File: src/rtl/div_unit_pkg.sv
// Shared definitions for the iterative RV32M divider: op codes, FSM states, default width.
package div_unit_pkg;

  localparam int XLEN_DEF = 32;

  typedef enum logic [1:0] {
    DIV_OP_DIV  = 2'b00,
    DIV_OP_DIVU = 2'b01,
    DIV_OP_REM  = 2'b10,
    DIV_OP_REMU = 2'b11
  } div_op_t;

  typedef enum logic [1:0] {
    ST_IDLE = 2'd0,
    ST_CALC = 2'd1,
    ST_FIX  = 2'd2,
    ST_DONE = 2'd3
  } div_state_t;

endpackage

File: src/rtl/div_step.sv
// One combinational restoring-division step: shift {rem,quo} left, subtract divisor when it fits.
module div_step #(
  parameter int XLEN = 32
) (
  input  logic [XLEN:0]   rem,
  input  logic [XLEN-1:0] quo,
  input  logic [XLEN-1:0] divisor,
  output logic [XLEN:0]   rem_next,
  output logic [XLEN-1:0] quo_next
);

  logic [XLEN+1:0] shifted;
  logic            fits;

  always_comb begin
    shifted  = {rem, quo[XLEN-1]};
    fits     = (shifted >= {2'b00, divisor});
    rem_next = fits ? (shifted[XLEN:0] - {1'b0, divisor}) : shifted[XLEN:0];
    quo_next = {quo[XLEN-2:0], fits};
  end

endmodule

File: src/rtl/div_unit.sv
// Iterative DIV/DIVU/REM/REMU unit: one restoring step per cycle, valid/ready on both sides.
import div_unit_pkg::*;

module div_unit #(
  parameter int XLEN = XLEN_DEF
) (
  input  logic            clk,
  input  logic            rst_n,
  input  logic            flush,
  input  logic            in_valid,
  output logic            in_ready,
  input  logic [1:0]      op,
  input  logic [XLEN-1:0] a,
  input  logic [XLEN-1:0] b,
  output logic            out_valid,
  input  logic            out_ready,
  output logic [XLEN-1:0] result,
  output logic            busy
);

  localparam int CNT_W = $clog2(XLEN) + 1;
  localparam logic [XLEN-1:0]  ONE      = XLEN'(1);
  localparam logic [XLEN-1:0]  MIN_VAL  = {1'b1, {(XLEN-1){1'b0}}};
  localparam logic [XLEN-1:0]  ONES     = '1;
  localparam logic [CNT_W-1:0] CNT_ONE  = CNT_W'(1);
  localparam logic [CNT_W-1:0] CNT_LAST = CNT_W'(XLEN - 1);

  function automatic logic [XLEN-1:0] neg(input logic [XLEN-1:0] x);
    return ~x + ONE;
  endfunction

  // Magnitude of the most negative value is itself, which is right as an unsigned quantity.
  function automatic logic [XLEN-1:0] mag(input logic [XLEN-1:0] x, input logic is_signed);
    return (is_signed && x[XLEN-1]) ? neg(x) : x;
  endfunction

  div_state_t       state, state_next;
  logic [CNT_W-1:0] counter;
  logic [XLEN:0]    rem, rem_next;
  logic [XLEN-1:0]  quo, quo_next, divisor;
  logic             rem_op_q, q_neg_q, r_neg_q;

  logic             accept, is_signed, is_rem, is_special;
  logic signed [XLEN-1:0] a_s, b_s;
  logic [XLEN-1:0]  special_res, fix_res;

  assign a_s       = a;
  assign b_s       = b;
  assign in_ready  = (state == ST_IDLE);
  assign busy      = (state != ST_IDLE);
  assign out_valid = (state == ST_DONE);
  assign accept    = in_valid & in_ready & ~flush;
  assign is_signed = (op == DIV_OP_DIV) || (op == DIV_OP_REM);
  assign is_rem    = (op == DIV_OP_REM) || (op == DIV_OP_REMU);

  always_comb begin
    is_special  = 1'b0;
    special_res = '0;
    if (b == '0) begin
      is_special  = 1'b1;
      special_res = is_rem ? a : ONES;
    end else if (is_signed && a == MIN_VAL && b == ONES) begin
      is_special  = 1'b1;
      special_res = is_rem ? '0 : MIN_VAL;
    end
  end

  always_comb begin
    fix_res = rem_op_q ? (r_neg_q ? neg(rem[XLEN-1:0]) : rem[XLEN-1:0])
                       : (q_neg_q ? neg(quo) : quo);
  end

  div_step #(.XLEN(XLEN)) u_step (
    .rem      (rem),
    .quo      (quo),
    .divisor  (divisor),
    .rem_next (rem_next),
    .quo_next (quo_next)
  );

  always_comb begin
    state_next = state;
    case (state)
      ST_IDLE: if (accept) state_next = is_special ? ST_DONE : ST_CALC;
      ST_CALC: if (counter == CNT_LAST) state_next = ST_FIX;
      ST_FIX:  state_next = ST_DONE;
      ST_DONE: if (out_ready) state_next = ST_IDLE;
      default: state_next = ST_IDLE;
    endcase
    if (flush) state_next = ST_IDLE;
  end

  always_ff @(posedge clk) begin
    if (!rst_n) state <= ST_IDLE;
    else        state <= state_next;
  end

  // Control-visible registers: counter and result return to zero on reset.
  always_ff @(posedge clk) begin
    if (!rst_n) begin
      counter <= '0;
      result  <= '0;
    end else if (!flush) begin
      if (state == ST_IDLE && accept) begin
        counter <= '0;
        if (is_special) result <= special_res;
      end else if (state == ST_CALC) begin
        counter <= counter + CNT_ONE;
      end else if (state == ST_FIX) begin
        result <= fix_res;
      end
    end
  end

  // Datapath registers carry no reset; they are always loaded on accept before use.
  always_ff @(posedge clk) begin
    if (state == ST_IDLE && accept) begin
      rem_op_q <= is_rem;
      q_neg_q  <= is_signed & (a_s[XLEN-1] ^ b_s[XLEN-1]);
      r_neg_q  <= is_signed & a_s[XLEN-1];
      divisor  <= mag(b, is_signed);
      quo      <= mag(a, is_signed);
      rem      <= '0;
    end else if (state == ST_CALC) begin
      rem <= rem_next;
      quo <= quo_next;
    end
  end

endmodule

File: config.mk
export PLATFORM = sky130hd
export DESIGN_NAME = div_unit
export DESIGN_NICKNAME = d
export VERILOG_FILES = /design/src/rtl/div_unit_pkg.sv /design/src/rtl/div_step.sv /design/src/rtl/div_unit.sv
export SDC_FILE = /design/constraint.sdc
export NUM_CORES = 1
export LEC_CHECK = 0
export ABC_AREA = 1
export CORE_UTILIZATION = 40
export CTS_CLUSTER_DIAMETER = 60
export DETAILED_ROUTE_END_ITERATION = 8
export PLACE_DENSITY_LB_ADDON = 0.08
export REMOVE_ABC_BUFFERS = 1
export SLEW_MARGIN = 20
export SYNTH_ARGS = -nofsm -noshare
export SYNTH_HDL_FRONTEND = slang
export SYNTH_SLANG_ARGS = --single-unit
File: constraint.sdc
create_clock -name clk -period 8 [get_ports clk]
set_input_delay 1.6 -clock clk [delete_from_list [all_inputs] [get_ports clk]]
set_output_delay 1.6 -clock clk [all_outputs]
set_load 0.01 [all_outputs]
==> Word-level counts from Yosys, hierarchy flattened <==
Index checks and enable logic that the tools add are counted.
{ "totals": {"reg_bits": 140, "out_inout_bits": 35, "word_cells": 82} }
{ "op_classes": {"addsub": 6, "n_lt_le_gt_ge": 1, "eq_ne": 13, "muxes": 25, "bitwise_logic": 11, "reduce_logical": 17} }
{ "ops": {"columns": ["op", "n"], "rows": [
  ["two-way mux 32 bit", 15],
  ["adder 32 x 1 -> 32 bit (second input constant)", 4],
  ["inverter 32 bit", 4],
  ["equality test 32 bit (second input constant)", 2],
  [">= comparator 34 x 32 -> 1 bit", 1],
  ["two-way mux 33 bit", 1],
  ["subtractor 33 x 32 -> 33 bit", 1],
  ["zero test 32 bit", 1],
  ["two-way mux 6 bit", 2],
  ["equality test 2 bit (second input constant)", 4],
  ["two-way mux 2 bit", 4],
  ["one-hot mux 2 bit (4 select lines)", 1],
  ["adder 6 x 1 -> 6 bit (second input constant)", 1],
  ["equality test 6 x 5 -> 1 bit (second input constant)", 1],
  ["!= test 2 bit (second input constant)", 3],
  ["nonzero test 2 bit", 3],
  ["logical AND 1 bit", 5],
  ["AND 1 bit", 4],
  ["zero test 2 bit", 2],
  ["!= test 2 x 1 -> 1 bit (second input constant)", 2],
  ["AND reduction 4 bit", 1],
  ["AND reduction 3 bit", 1],
  ["equality test 2 x 1 -> 1 bit (second input constant)", 1],
  ["logical OR 1 bit", 2],
  ["other kinds (5)", 7]
]} }

==> Depth between registers and ports, before layout <==
Gate-level depths: netlist of run 1.
{ "logic_depth": {"depth_word": 9, "ltp_mapped": 18} }

==> Hierarchy <==
A second synthesis of run 1 with hierarchy kept.
{ "hier_totals": {"cells_unflattened": 2213, "hier_area_um2": 13200.2} }
{ "by_module_without_submodules": {"columns": ["mod", "instances", "cells_per_inst", "area_per_inst_um2", "seq_area_each_um2"], "rows": [
  ["div_unit", 1, 1482, 9679.3, 3473.3],
  ["div_step", 1, 731, 3520.9, 0.0]
]} }

==> Worst setup path after synthesis of run 1 <==
No wires, ideal clock.
{ "synth_path": {"path_kind": "input to register", "start": "input port flush", "end": "register quo[16], data pin", "setup_ns": 0.317, "arrival_time_ns": 3.492, "required_ns": 7.683, "path_slack_ns": 4.191, "stages": 6, "n_path_buf": 2, "cell_sequence": "inv_2 -> nand3_2 -> inv_2 -> clkbuf_1 -> clkbuf_1 -> o21ai_0"} }
{ "synth_via": {"elab_chain_cells": 4} }
{ "synth_rtl": {"columns": ["element", "line", "text"], "rows": [
  ["start: declaration", "div_unit.sv:9", "input logic flush,"],
  ["inverter 1 bit (no source line)", null, null],
  ["AND 1 bit", "div_unit.sv:52", "assign accept = in_valid & in_ready & ~flush;"],
  ["logical AND 1 bit", "div_unit.sv:117", "if (state == ST_IDLE && accept) begin"],
  ["two-way mux 32 bit", "div_unit.sv:117", null],
  ["end signal: assignment", "div_unit.sv:122", "quo <= mag(a, is_signed);"],
  ["end signal: assignment", "div_unit.sv:126", "quo <= quo_next;"],
  ["end: declaration", "div_unit.sv:40", "logic [XLEN-1:0] quo, quo_next, divisor;"]
]} }
Every way passes these cells.
A chain may end at the register's enable or synchronous reset.

==> Worst setup path in the final report of run 1 <==
{ "layout_path": {"start": "input port flush", "end": "register result[22]"} }
{ "layout_via": {"elab_chain_cells": 5, "elab_cells_between_ends": 8} }
{ "layout_rtl": {"columns": ["element", "line", "text"], "rows": [
  ["inverter 1 bit (no source line) *", null, null],
  ["AND 1 bit", "div_unit.sv:52", null],
  ["logical AND 1 bit", "div_unit.sv:104", "if (state == ST_IDLE && accept) begin"],
  ["!= test 2 bit (no source line) or nonzero test 2 bit (tied branches)", null, null],
  ["AND reduction 4 bit (no source line)", null, null],
  ["end signal: assignment", "div_unit.sv:106", "if (is_special) result <= special_res;"],
  ["end signal: assignment", "div_unit.sv:110", "result <= fix_res;"],
  ["end: declaration", "div_unit.sv:17", "output logic [XLEN-1:0] result,"]
]} }
Every way passes the cells marked *; elsewhere a longest branch is shown, timed or not.

==> results of run 1 <==
[cell type report]
class	instances	area share, %
clock buffers	25	3.618
flip-flops and latches	140	24.74
well taps	390	3.476
repair buffers	115	8.021
clock inverters	7	0.4278
multi-input cells	1524	53.51
inverters	232	6.212
[worst max-delay path by stage]
stage	slack (ns)	end	from
final	3.38	result[22]$_SDFFE_PN0P_	flush
after global routing	3.01	result[19]$_SDFFE_PN0P_	flush
after global placement	3.03	result[22]$_SDFFE_PN0P_	flush
after detailed placement	2.91	result[20]$_SDFFE_PN0P_	flush
after floorplan	2.89	quo[0]$_DFFE_PN_	flush
after CTS	3.36	result[20]$_SDFFE_PN0P_	flush
[kinds of logic (layout without fill, tap and decap cells)]
family | Yosys count | after routing | synth area share [%]
simple gates | 1140 | 1140 | 40.38
xor+xnor | 75 | 75 | 5.396
compound gates | 266 | 266 | 11.43
fa+ha+maj | 43 | 43 | 4.481
flops | 140 | 140 | 28.53
buf+inv | 298 | 379 | 9.775
[Yosys cell counts, types with 3 or more instances]
| cell type | number | area, um2 |
|---|---|---|
| or2_0 | 3 | 18.77 |
| nand2_1 | 557 | 2091 |
| nand4_1 | 60 | 375.4 |
| o31ai_1 | 3 | 22.52 |
| or2_2 | 7 | 43.79 |
| xor2_1 | 48 | 420.4 |
| nor2_1 | 251 | 942.2 |
| a31oi_1 | 5 | 31.28 |
| o22ai_1 | 4 | 25.02 |
| nor3_1 | 21 | 105.1 |
| nor2_2 | 8 | 50.05 |
| ha_1 | 42 | 525.5 |
| inv_1 | 209 | 784.5 |
| nand3b_1 | 11 | 82.58 |
| buf_6 | 7 | 78.83 |
| nor3_2 | 4 | 40.04 |
| inv_2 | 21 | 78.83 |
| nand3_2 | 3 | 30.03 |
| o21ai_0 | 99 | 495.5 |
| o21ai_1 | 48 | 240.2 |
| nand2_2 | 7 | 43.79 |
| edfxtp_1 | 67 | 2012 |
| xnor2_1 | 27 | 236.5 |
| a21oi_1 | 94 | 470.5 |
| buf_1 | 10 | 37.54 |
| dfxtp_1 | 73 | 1461 |
| buf_2 | 11 | 55.05 |
| nand3_1 | 197 | 986.0 |
| clkbuf_1 | 37 | 138.9 |
[worst max-delay path: stages]
cell             delay [ns]
clkdlybuf4s50_1        0.47
inv_2                  0.09
nand3_2                0.05
buf_4                  0.37
inv_2                  0.14
buf_4                  0.74
nand3_2                0.22
nand2_4                0.36
clkinv_2               0.51
o21ai_1                0.27
nor2_1                 0.07
[through the flow]
step / utilization (%) / hold WS [ns] / total power, W / instance area, um2
final: 47.12 / 0.4639 / 0.003343 / 14040
after global routing: 47.12 / 0.4929 / 0.003616 / 14040
after CTS: 47.12 / 0.4671 / 0.003346 / 14040
after detailed placement: 45.21 / 0.4572 / 0.002545 / 13470
after global placement: 45.21 / 0.4559 / 0.002538 / 13470
after floorplan: - / 0.4353 / 0.002060 / 11860
[power by group through the flow]
stage | clock, W | combinational [W] | sequential (W)
finish | 0.000790 | 0.00159 | 0.000959
global route | 0.000835 | 0.00181 | 0.000971
CTS | 0.000804 | 0.00158 | 0.000959
detailed placement | 0 | 0.00157 | 0.000973
global placement | 0 | 0.00156 | 0.000974
floorplan | 0 | 0.00112 | 0.000943
[routing by layer]
layer  global-route usage (%)  wire [um]  vias to the layer above
li1                         -          -                     6569
met1                    38.13      19470                     5983
met2                    40.17      17210                      386
met3                    3.811       2315                       32
met4                    5.244        497                        0
met5                        0          0                        -
[sequential cells by signal (all words and copies together) (netlist names)]
| signal | flops |
|---|---|
| counter | 6 |
| r_neg_q | 1 |
| divisor | 32 |
| result | 32 |
| state | 2 |
| rem | 33 |
| rem_op_q | 1 |
| quo | 32 |
| q_neg_q | 1 |
==> metrics.md, run 1 <==
| Metric | Value |
|---|---|
| Terminus of the critical flop-to-flop path | `result[22]$_SDFFE_PN0P_` |
| Synth Warn # | `0` |
| Diodes inserted | `0` |
| R2R depth | `11` |
| Vias/cell | `5.331` |
| Final Cycle Share | `57.77%` |
| Global-route wire length before repair | `63.12 mm` |
| Cell Int Power | `0.001871 W` |
| CTS tree | `built` |
| Starting density of the core | `40.85%` |
| Setup slack after layout | `3.379 ns` |
| Routed Antenna Nets | `0` |
| HPWL after DPL | `30.48 mm` |
| Total negative slack | `0 ns` |
| Die H | `176.5 um` |
| Power Density | `238.1 nW/um2` |
| Ys flop type | `dfxtp_1` |
| Die area | `31130 um2` |
| Sw Pwr | `0.001471 W` |
| Overflow after GRT | `0` |
| Num CTS Buffers | `17` |
| Final Hold Vio Count | `0` |
| Initial antenna violation count | `0` |
| Inst Count DP | `2401` |
| Peak Freq | `216.4 MHz` |
| Placement Rows | `63` |
| Sw Share | `44.01%` |
| Setup Crit Path Kind | `input pin to flop` |
| Most common cell after layout, fill and taps aside | `nand2_1` |
| Max-slew headroom | `28.87%` |
| R2R Setup Slk | `4.38 ns` |
| Multi-input logic area | `7512 um2` |
| Pins Over Slew Limit | `0` |
| CTS HTree Levels | `4` |
| Area delta synth->final | `15.34%` |
| Residual DRC count | `0` |
| Post-CTS resize count | `0` |
| Seq/Total Area, Yosys | `28.53%` |
| Clock Tree Buf Depth | `2` |
| Leading cell types in the layout, fill and taps excluded | `nand2_1 (557), nor2_1 (250), inv_1 (209)` |
| Combinational Power Share | `47.7%` |
| Routed Wire Length | `39.49 mm` |
| Post-synth ARST share | `0%` |
| Peak VDD IR | `186.9 uV` |
| Hold_buf cts | `0` |
| CP arrival | `4.94 ns` |
| Clock network power share | `23.6%` |
| Post-CTS Setup Inserts | `0` |
| Cell Count, Final, Fillers Out | `2433` |
| Hold Path End | `result[24]$_SDFFE_PN0P_` |
| Fin crit period | `4.621 ns` |
| Worst slew pin tran | `1.066 ns` |
| Reg area | `3473 um2` |
| Finish-stage setup viols | `0` |
| IO Port Bufs | `105` |
| GRT Overall Usage | `25.99%` |
| Initial DRC Count | `981` |
| Synthesized instance count | `1962` |
| Layout cells sized above 1 | `4.797%` |
| Average size of a mapped cell | `6.204 um2` |
| Die width | `176.5 um` |
| Filler cells | `3136` |
| Hold WC Path Type | `flop to flop` |
| Drt wl/cell | `16.23 um` |
| Req. time, crit path | `8.32 ns` |
| Synthesized cell area | `12170 um2` |
| Io pins | `106` |
| R2R Path Start | `state[1]$_SDFFE_PP0P_` |
| Max Fanout on Critical Path | `87` |
| RSZ-0062 raised after global routing | `no` |
| Clk_skew | `0.01349 ns` |
| CTS sink cnt | `140` |
| NumNets Final | `2144` |
| Clock Root Buffer | `clkbuf_16` |
| Max-cap violations | `0` |
| Vias in the first global route | `11846` |
| Worst Setup Start Kind | `input pin` |
| Hold Path Cell Cnt | `2` |
| Worst skew pair latency | `0.44 ns` |
| Core Region | `29800 um2` |
| EDFF count, synth | `67` |
| Clk slew on worst S/H paths | `0.06 ns` |
| First-pass iteration count of the detailed router | `5` |
| GPL Wtd Cong | `0.9204` |
| Pin count of the biggest net entering global routing | `88` |
| Leakage | `6.401 nW` |
| Via count | `12970` |
| Place WS | `2.912 ns` |
| Endpoint class of the critical path | `flop` |
| HP Start | `result[24]$_SDFFE_PN0P_` |
| Status | `finished, final reports clean` |
| Netlist cell types | `50` |
| Sequential power share | `28.7%` |
| Synth Register Bits | `140` |
No activity file was read; power rests on OpenSTA's default activity.
==> inputs of run 2 (changes only) <==
clock period = 3.94 ns   (was 8 ns; I/O delays follow)
==> run 2 against run 1 <==
Compared with the run above: register-to-register slack got worse by 3.3 ns; largest cell class unchanged; non-clock buffer count rose by 16; sequential power rose by 100%; cell count rose by 0.66%; count of clock-buffer cells in the layout fell by 6; largest power group unchanged; critical path type unchanged; via count rose by 0.93%; sequential cell count did not move; sequential share of layout area fell by 0.24 points.
==> metrics.md, run 2 (synthesized netlist as in run 1, its figures left out) <==
| Metric | Value |
|---|---|
| CTS sink cnt | `140 (unchanged)` |
| CTS HTree Levels | `4 (unchanged)` |
| Max-slew headroom | `41.92% (was 28.87%)` |
| Worst slew pin tran | `0.8713 ns (was 1.066 ns)` |
| Die H | `176.5 um (unchanged)` |
| Residual DRC count | `0 (unchanged)` |
| Final Hold Vio Count | `0 (unchanged)` |
| Die width | `176.5 um (unchanged)` |
| Core Region | `29800 um2 (unchanged)` |
| CTS tree | `built (unchanged)` |
| Vias in the first global route | `12212 (was 11846)` |
| Setup Crit Path Kind | `input pin to flop (unchanged)` |
| Overflow after GRT | `0 (unchanged)` |
| Placement Rows | `63 (unchanged)` |
| Final Cycle Share | `73.80%` |
| Die area | `31130 um2 (unchanged)` |
| Cell Count, Final, Fillers Out | `2449 (was 2433)` |
| Area delta synth->final | `16.48% (was 15.34%)` |
| IO Port Bufs | `105 (unchanged)` |
| Clk_skew | `0.01305 ns (was 0.01349 ns)` |
| Most common cell after layout, fill and taps aside | `nand2_1 (unchanged)` |
| Post-CTS resize count | `0 (unchanged)` |
| Max-cap violations | `0 (unchanged)` |
| Global-route wire length before repair | `66.56 mm (was 63.12 mm)` |
| Io pins | `106 (unchanged)` |
| Via count | `13090 (was 12970)` |
| Clk slew on worst S/H paths | `0.06 ns (about the same)` |
| Hold WC Path Type | `flop to flop (unchanged)` |
| R2R Setup Slk | `1.03 ns (was 4.38 ns)` |
| Total power draw | `0.006925 W (was 0.003343 W)` |
| Leakage | `6.480 nW (was 6.401 nW)` |
| Clock Tree Buf Depth | `2 (unchanged)` |
| Num CTS Buffers | `17 (unchanged)` |
| Hold_buf cts | `0 (unchanged)` |
| Status | `finished, final reports clean (unchanged)` |
| Largest Register | `rem (unchanged)` |
| Routed Antenna Nets | `0 (unchanged)` |
| Initial antenna violation count | `0 (unchanged)` |
| RSZ-0062 raised after global routing | `no (unchanged)` |
| Diodes inserted | `0 (unchanged)` |
| Peak Freq | `343.9 MHz` |
| Drt wl/cell | `16.90 um (was 16.23 um)` |
| Pins Over Slew Limit | `0 (unchanged)` |
| Clock Root Buffer | `clkbuf_16 (unchanged)` |
| Initial DRC Count | `1202 (was 981)` |
| HPWL after DPL | `32.34 mm (was 30.48 mm)` |
| Pin count of the biggest net entering global routing | `87 (was 88)` |
| Worst skew pair latency | `0.44 ns (about the same)` |
| Inst Count DP | `2417 (was 2401)` |
| Power Density | `488.4 nW/um2 (was 238.1 nW/um2)` |
| Vias/cell | `5.345 (was 5.331)` |
| Max Fanout on Critical Path | `15 (was 87)` |
| Routed Wire Length | `41.40 mm (was 39.49 mm)` |
| Max FFs per register | `33 (unchanged)` |
| GPL Wtd Cong | `0.9407 (was 0.9204)` |
| Filler cells | `3214 (was 3136)` |
| CP arrival | `3.27 ns (was 4.94 ns)` |
| Starting density of the core | `40.85% (unchanged)` |
| GRT Overall Usage | `27.62% (was 25.99%)` |
| Fin crit period | `2.908 ns` |
| NumNets Final | `2160 (was 2144)` |
| Endpoint class of the critical path | `flop (unchanged)` |
| Post-CTS Setup Inserts | `0 (unchanged)` |
| Req. time, crit path | `4.31 ns (was 8.32 ns)` |
| First-pass iteration count of the detailed router | `5 (unchanged)` |
| Worst Setup Start Kind | `input pin (unchanged)` |
| Layout cells sized above 1 | `5.731% (was 4.797%)` |
| Peak VDD IR | `388.9 uV (was 186.9 uV)` |
| Finish-stage setup viols | `0 (unchanged)` |
| Leading cell types in the layout, fill and taps excluded | `nand2_1 (557), nor2_1 (250), inv_1 (209) (unchanged)` |
==> run 2: critical path, stage by stage <==
cell and delay [ns]:
clkdlybuf4s50_1 0.46, inv_1 0.10, ha_1 0.17, nand3_1 0.14
nor2_2 0.24, nand2_2 0.12, nor2_4 0.20, buf_4 0.25
nand2_2 0.14, inv_2 0.25, o21ai_0 0.13, nand2_1 0.10
nand2_1 0.05, a21oi_1 0.15
==> run 2: layout make-up <==
type	count	area, um2	area share [%]
multi-input combinational	1524	7512	52.98
clock inverter	13	143.9	1.015
inverter	232	872.1	6.151
tap	390	488.0	3.442
sequential	140	3473	24.50
clock buffer	19	442.9	3.124
timing repair buffer	131	1246	8.789
==> run 2: where the power goes <==
group	switching [W]	total [W]	leakage [nW]	internal, W
clock network	0.000701	0.00165	0.287	0.000953
logic	0.00218	0.00332	4.97	0.00113
registers	0.000220	0.00195	1.22	0.00173
total	0.00311	0.00692	6.48	0.00382
==> run 2: worst paths after layout <==
kind	start	to	cells past startpoint
worst min register to register	result[9]$_SDFFE_PN0P_	result[9]$_SDFFE_PN0P_	2
worst min-delay path	result[9]$_SDFFE_PN0P_	result[9]$_SDFFE_PN0P_	2
worst max-delay path	b[0]	result[7]$_SDFFE_PN0P_	14
worst max register to register	quo[31]$_DFFE_PN_	quo[0]$_DFFE_PN_	17
==> run 2: layer usage <==
layer / vias to the layer above / share of wire, % / GRT usage, %
met5: - / 0 / 0
met4: 0 / 2.1 / 7.866
met3: 50 / 6.4 / 4.587
met2: 399 / 43 / 41.65
met1: 6049 / 48 / 40.17
li1: 6592 / - / -
==> run 2: metrics by stage <==
| stage | hold WS, ns | setup slack, ns | util, % | cell area [um2] | setup TNS (ns) |
|---|---|---|---|---|---|
| after floorplan | 0.4353 | -0.3615 | - | 11860 | -11.71 |
| after global routing | 0.4877 | 0.8045 | 47.59 | 14180 | 0 |
| after CTS | 0.4703 | 1.042 | 47.59 | 14180 | 0 |
| after global placement | 0.4554 | 0.6337 | 45.62 | 13590 | 0 |
| final | 0.4667 | 1.032 | 47.59 | 14180 | 0 |
| after detailed placement | 0.4598 | 0.5845 | 45.62 | 13590 | 0 |
